===== src/rtl/rx_ack_nak_scheduler.sv =====
// Receive-side data link sequencing: tracks NEXT_RCV_SEQ, classifies incoming
// TLPs as good / duplicate / bad-or-lost, and schedules Ack/Nak DLLPs into a
// single outbound slot that is shared with Transaction-Layer UpdateFC requests.
module rx_ack_nak_scheduler #(
  parameter int ACK_LATENCY  = 64,
  parameter int ACK_COALESCE = 8
) (
  input  logic        clk,
  input  logic        reset_n,
  input  logic        dl_active,
  input  logic        rx_tlp_valid,
  input  logic        rx_tlp_lcrc_ok,
  input  logic [11:0] rx_tlp_seq,
  output logic        rx_tlp_accept,
  output logic        rx_tlp_drop,
  input  logic        fc_req_valid,
  input  logic [31:0] fc_req_dllp,
  output logic        fc_req_ready,
  output logic        dllp_valid,
  output logic [31:0] dllp,
  input  logic        dllp_ready
);

  localparam logic [15:0] LAT_LIMIT  = 16'(ACK_LATENCY - 1);
  localparam logic [7:0]  COAL_LIMIT = 8'(ACK_COALESCE);
  localparam logic [7:0]  TYPE_ACK   = 8'h00;
  localparam logic [7:0]  TYPE_NAK   = 8'h10;

  logic [11:0] next_rcv_seq;
  logic        ack_pending;
  logic [7:0]  unacked_cnt;
  logic [15:0] ack_timer;
  logic        force_ack;
  logic        nak_pending;
  logic        nak_scheduled;

  logic [11:0] seq_diff;
  logic [11:0] ack_seq;
  logic        tlp_good;
  logic        tlp_dup;
  logic        tlp_bad;
  logic        slot_free;
  logic        ack_urgent;
  logic        load_nak;
  logic        load_ack;
  logic        load_fc;
  logic        load_acknak;

  // Classify the strobed TLP against the current NEXT_RCV_SEQ.
  // A distance of 1..2048 behind the expected number is a replayed duplicate;
  // anything further is treated as "ahead", meaning a TLP was lost.
  always_comb begin
    seq_diff = next_rcv_seq - rx_tlp_seq;
    tlp_good = 1'b0;
    tlp_dup  = 1'b0;
    tlp_bad  = 1'b0;
    if (rx_tlp_valid) begin
      if (!rx_tlp_lcrc_ok) begin
        tlp_bad = 1'b1;
      end else if (seq_diff == 12'd0) begin
        tlp_good = 1'b1;
      end else if (seq_diff <= 12'd2048) begin
        tlp_dup = 1'b1;
      end else begin
        tlp_bad = 1'b1;
      end
    end
  end

  // Output slot arbitration: Nak beats urgent Ack beats UpdateFC.
  always_comb begin
    ack_seq     = next_rcv_seq - 12'd1;
    slot_free   = !dllp_valid || dllp_ready;
    ack_urgent  = ack_pending && ((ack_timer >= LAT_LIMIT) ||
                                  (unacked_cnt >= COAL_LIMIT) || force_ack);
    load_nak    = slot_free && nak_pending;
    load_ack    = slot_free && !nak_pending && ack_urgent;
    load_fc     = slot_free && !nak_pending && !ack_urgent && fc_req_valid;
    load_acknak = load_nak || load_ack;
  end

  // Sequence/ack bookkeeping and the output slot register. A received TLP in
  // the same cycle as an Ack/Nak load takes precedence over the load's clears,
  // so a fresh accept always leaves one unacked TLP behind.
  always_ff @(posedge clk or negedge reset_n) begin
    if (!reset_n) begin
      next_rcv_seq  <= 12'd0;
      ack_pending   <= 1'b0;
      unacked_cnt   <= 8'd0;
      ack_timer     <= 16'd0;
      force_ack     <= 1'b0;
      nak_pending   <= 1'b0;
      nak_scheduled <= 1'b0;
      rx_tlp_accept <= 1'b0;
      rx_tlp_drop   <= 1'b0;
      fc_req_ready  <= 1'b0;
      dllp_valid    <= 1'b0;
      dllp          <= 32'h0;
    end else if (!dl_active) begin
      next_rcv_seq  <= 12'd0;
      ack_pending   <= 1'b0;
      unacked_cnt   <= 8'd0;
      ack_timer     <= 16'd0;
      force_ack     <= 1'b0;
      nak_pending   <= 1'b0;
      nak_scheduled <= 1'b0;
      rx_tlp_accept <= 1'b0;
      rx_tlp_drop   <= 1'b0;
      fc_req_ready  <= 1'b0;
      dllp_valid    <= 1'b0;
      dllp          <= 32'h0;
    end else begin
      rx_tlp_accept <= tlp_good;
      rx_tlp_drop   <= tlp_dup || tlp_bad;
      fc_req_ready  <= load_fc;

      if (tlp_good) begin
        next_rcv_seq <= next_rcv_seq + 12'd1;
      end

      if (tlp_good) begin
        nak_scheduled <= 1'b0;
      end else if (tlp_bad) begin
        nak_scheduled <= 1'b1;
      end

      if (tlp_bad && !nak_scheduled) begin
        nak_pending <= 1'b1;
      end else if (load_nak) begin
        nak_pending <= 1'b0;
      end

      if (tlp_good || tlp_dup) begin
        ack_pending <= 1'b1;
      end else if (load_acknak) begin
        ack_pending <= 1'b0;
      end

      if (tlp_dup) begin
        force_ack <= 1'b1;
      end else if (load_acknak) begin
        force_ack <= 1'b0;
      end

      if (load_acknak) begin
        unacked_cnt <= tlp_good ? 8'd1 : 8'd0;
      end else if (tlp_good && (unacked_cnt != 8'hFF)) begin
        unacked_cnt <= unacked_cnt + 8'd1;
      end

      if (load_acknak || !ack_pending) begin
        ack_timer <= 16'd0;
      end else if (ack_timer != 16'hFFFF) begin
        ack_timer <= ack_timer + 16'd1;
      end

      if (load_nak) begin
        dllp_valid <= 1'b1;
        dllp       <= {TYPE_NAK, 12'h000, ack_seq};
      end else if (load_ack) begin
        dllp_valid <= 1'b1;
        dllp       <= {TYPE_ACK, 12'h000, ack_seq};
      end else if (load_fc) begin
        dllp_valid <= 1'b1;
        dllp       <= fc_req_dllp;
      end else if (slot_free) begin
        dllp_valid <= 1'b0;
      end
    end
  end

endmodule


===== config.mk =====
export PLATFORM = sky130hd
export DESIGN_NAME = rx_ack_nak_scheduler
export DESIGN_NICKNAME = d
export VERILOG_FILES = /design/src/rtl/rx_ack_nak_scheduler.sv
export SDC_FILE = /design/constraint.sdc
export NUM_CORES = 1
export LEC_CHECK = 0
export CAP_MARGIN = 20
export CORE_MARGIN = 2
export CORE_UTILIZATION = 52
export DETAILED_ROUTE_END_ITERATION = 10
export PLACE_DENSITY = 0.83
export SYNTH_ARGS = -nofsm -noshare
export SYNTH_HDL_FRONTEND = slang
export SYNTH_SLANG_ARGS = --single-unit

===== constraint.sdc =====
create_clock -name clk -period 2.8 [get_ports clk]
set_input_delay 0.84 -clock clk [delete_from_list [all_inputs] [get_ports clk]]
set_output_delay 0.84 -clock clk [all_outputs]
set_load 0.02 [all_outputs]

==> run summary <==
GRT overflow: 0
Psw: 0.000676 W
Synth warnings: 0
min cycle time layout: 3.09 ns
I/O pins: 87
Avg Inst Size Synth: 9.41 um^2
sw frac: 0.265
Cell Area, Synth: 0.00436 mm^2
number of max-cap violations: 0
Global Route Usage Sum: 0.275
starting density of the core: 0.533
Leakage: 2.84 nW
WS Path Type: input pin to register
Synth cell types: 54
Post-Place Cell Area: 0.00584 mm^2
design area: 0.00651 mm^2
largest net degree at the start of global routing: 42
hold_buf cts: 0
dpl cells: 686
Tcrit/Tclk final: 1.10
ys flop type: dfrtp_1
HP Class: input pin to asynchronous set/reset pin
Post-route DRC: 0
PnR worst setup slack: -0.292 ns
clk_lat worst skew: 0.36 ns
DR WL/cell: 17.7 um
ys async rst share: 1.00
area grow syn2layout: 49.4%
vias in the first global route: 4207
Detailed Route Iter0 Violations: 192
row cnt: 33
Vias/cell: 5.92
fin cells: 716
routed vias: 4242
initial antenna violation count: 0
CP Data Required Time: 3.08 ns
die height: 95.5 um
ant diodes: 0
Comb pwr share: 0.183
DP Wirelength: 8180 um
Max FO, Critical Path: 5
Arrival @ worst endpoint: 3.37 ns
Seq pwr share: 0.456
Seq/Total Area, Yosys: 0.437
status: finished, violations left
Final setup viols: 20
port buffer count: 86
post-route ant nets: 0
Routed WL: 12700 um
Final nets: 673
Hold Vio Cnt, Final: 0
most common cell after layout, fill and taps aside: dfrtp_1
H-tree levels: 3
Die ar.: 0.00913 mm^2
number of flops mapped to enable cells by yosys: 0
GP Congestion: 0.884
clock network power share: 0.361
Synth Net Count: 530
final core utilization: 0.796
TritonRoute pass-1 iters: 4
RSZ-0062 raised after global routing: true
Cell Pwr Density: 393 mW/mm^2
Syn Inst Count: 463
clk slew on worst S/H paths: 0.09 ns
most frequent cells in the layout: dfrtp_1 (76), clkdlybuf4s50_1 (74), buf_4 (60)
worst-margin pin slew: 0.537 ns
dpl ws: -0.919 ns
Die X: 95.5 um
CTS Buf Count: 9
failing checks: setup timing
nature of the critical path endpoint: register
fill count: 503
Internal: 0.00188 W
core region area: 0.00818 mm^2
layout cells sized above 1: 0.259
Fmax: 323 MHz
reg2reg path depth: 12
Slew Limit Fails: 0
clock sink count: 76
Slew headroom: 0.641
CTS Root Buffer Type: clkbuf_8
register bit total from synthesis: 76
Max Root-Sink Buffers: 2
CTS tree: built
startpoint types: input pin
Max VDD drop: 0.292 mV
first-pass GRT wire length: 19800 um
Clock Skews: 0.0136 ns
[worst paths after layout]
kind	startpoint	to	slack (ns)
max	rx_tlp_seq[4]	next_rcv_seq[5]	-0.29
min	reset_n	ack_timer[2]	0.44
max reg2reg	next_rcv_seq[1]	next_rcv_seq[5]	-0.07
min reg2reg	force_ack	force_ack	0.50
max in group asynchronous	reset_n	dllp[9]	1.76
min in group clk	force_ack	force_ack	0.50
[logic make-up after synthesis]
group / Yosys count / share of synthesized area
AND/OR/NAND/NOR: 171 / 0.200
adder cells (fa/ha/maj): 16 / 0.0460
multiplexers: 14 / 0.0327
flip-flops: 76 / 0.437
XOR/XNOR: 27 / 0.0543
AO/OA/AOI/OAI: 114 / 0.189
buffers and inverters: 45 / 0.0414
[synth_stat cells (7+ instances only)]
cell	number	area share
inv_1	21	0.018
a22o_1	19	0.038
nand4_1	11	0.016
and3_1	8	0.011
o21ai_1	9	0.010
a211oi_1	9	0.016
nor2_1	44	0.038
nor3_1	9	0.010
nand3_1	18	0.021
a21oi_1	22	0.025
mux2i_1	12	0.028
nand2_1	36	0.031
o31ai_1	10	0.017
clkbuf_1	17	0.015
dfrtp_1	76	0.44
nor4_1	7	0.010
or4_1	8	0.014
ha_1	16	0.046
xor2_1	21	0.042
[power groups by stage]
stage | combinational (W) | sequential (W) | clock [W]
CTS | 0.000463 | 0.00117 | 0.000938
finish | 0.000467 | 0.00117 | 0.000922
global placement | 0.000430 | 0.00118 | 0
floorplan | 0.000152 | 0.00123 | 0
detailed placement | 0.000442 | 0.00119 | 0
global route | 0.000503 | 0.00117 | 0.000988
[what timing repair did]
item	4_1_cts	5_1_grt
gates resized for setup	70	21
setup buffers	10	2
pin swaps	40	16
endpoints found under the setup margin	26	24
endpoints found under the hold margin	0	0
cloned	2	0
[sequential cells by signal, indices dropped and copies added (netlist names), 8 cells and up]
signal	count
next_rcv_seq	12
dllp	32
ack_timer	16
unacked_cnt	8
[per-stage QoR]
stage                     setup TNS [ns]  hold slack [ns]  power [W]
after floorplan                    -1.15            0.456    0.00139
after global placement            -17.03            0.467    0.00161
after CTS                          -1.28            0.468    0.00257
after detailed placement          -18.37            0.485    0.00163
after global routing               -4.25            0.491    0.00266
final                              -3.04            0.444    0.00256
[worst max-delay path, stage by stage]
cell and delay, ns:
dlygate4sd2_1 0.24, inv_2 0.06, ha_4 0.19, o21a_1 0.20, buf_4 0.14, o21ai_2 0.15, a21o_1 0.15, o211a_1 0.17
a31oi_2 0.05, nand4bb_4 0.30, buf_12 0.18, buf_16 0.12, or4_4 0.43, a21oi_2 0.15
[per-layer routing]
layer | wire, um | GRT usage
met5 | 0 | 0
met4 | 367 | 0.126
met3 | 515 | 0.0506
met2 | 6780 | 0.480
met1 | 5030 | 0.328
[layout make-up]
type,count,area [um^2],share of cell area
Inverter,21,88.8,0.0137
Clock buffer,10,128,0.0196
Timing Repair Buffer,156,1470,0.226
Clock inverter,6,87.6,0.0135
Sequential cell,76,1900,0.292
Tap cell,105,131,0.0202
Multi-Input combinational cell,342,2700,0.414
No activity file was read; power rests on OpenSTA's default activity.
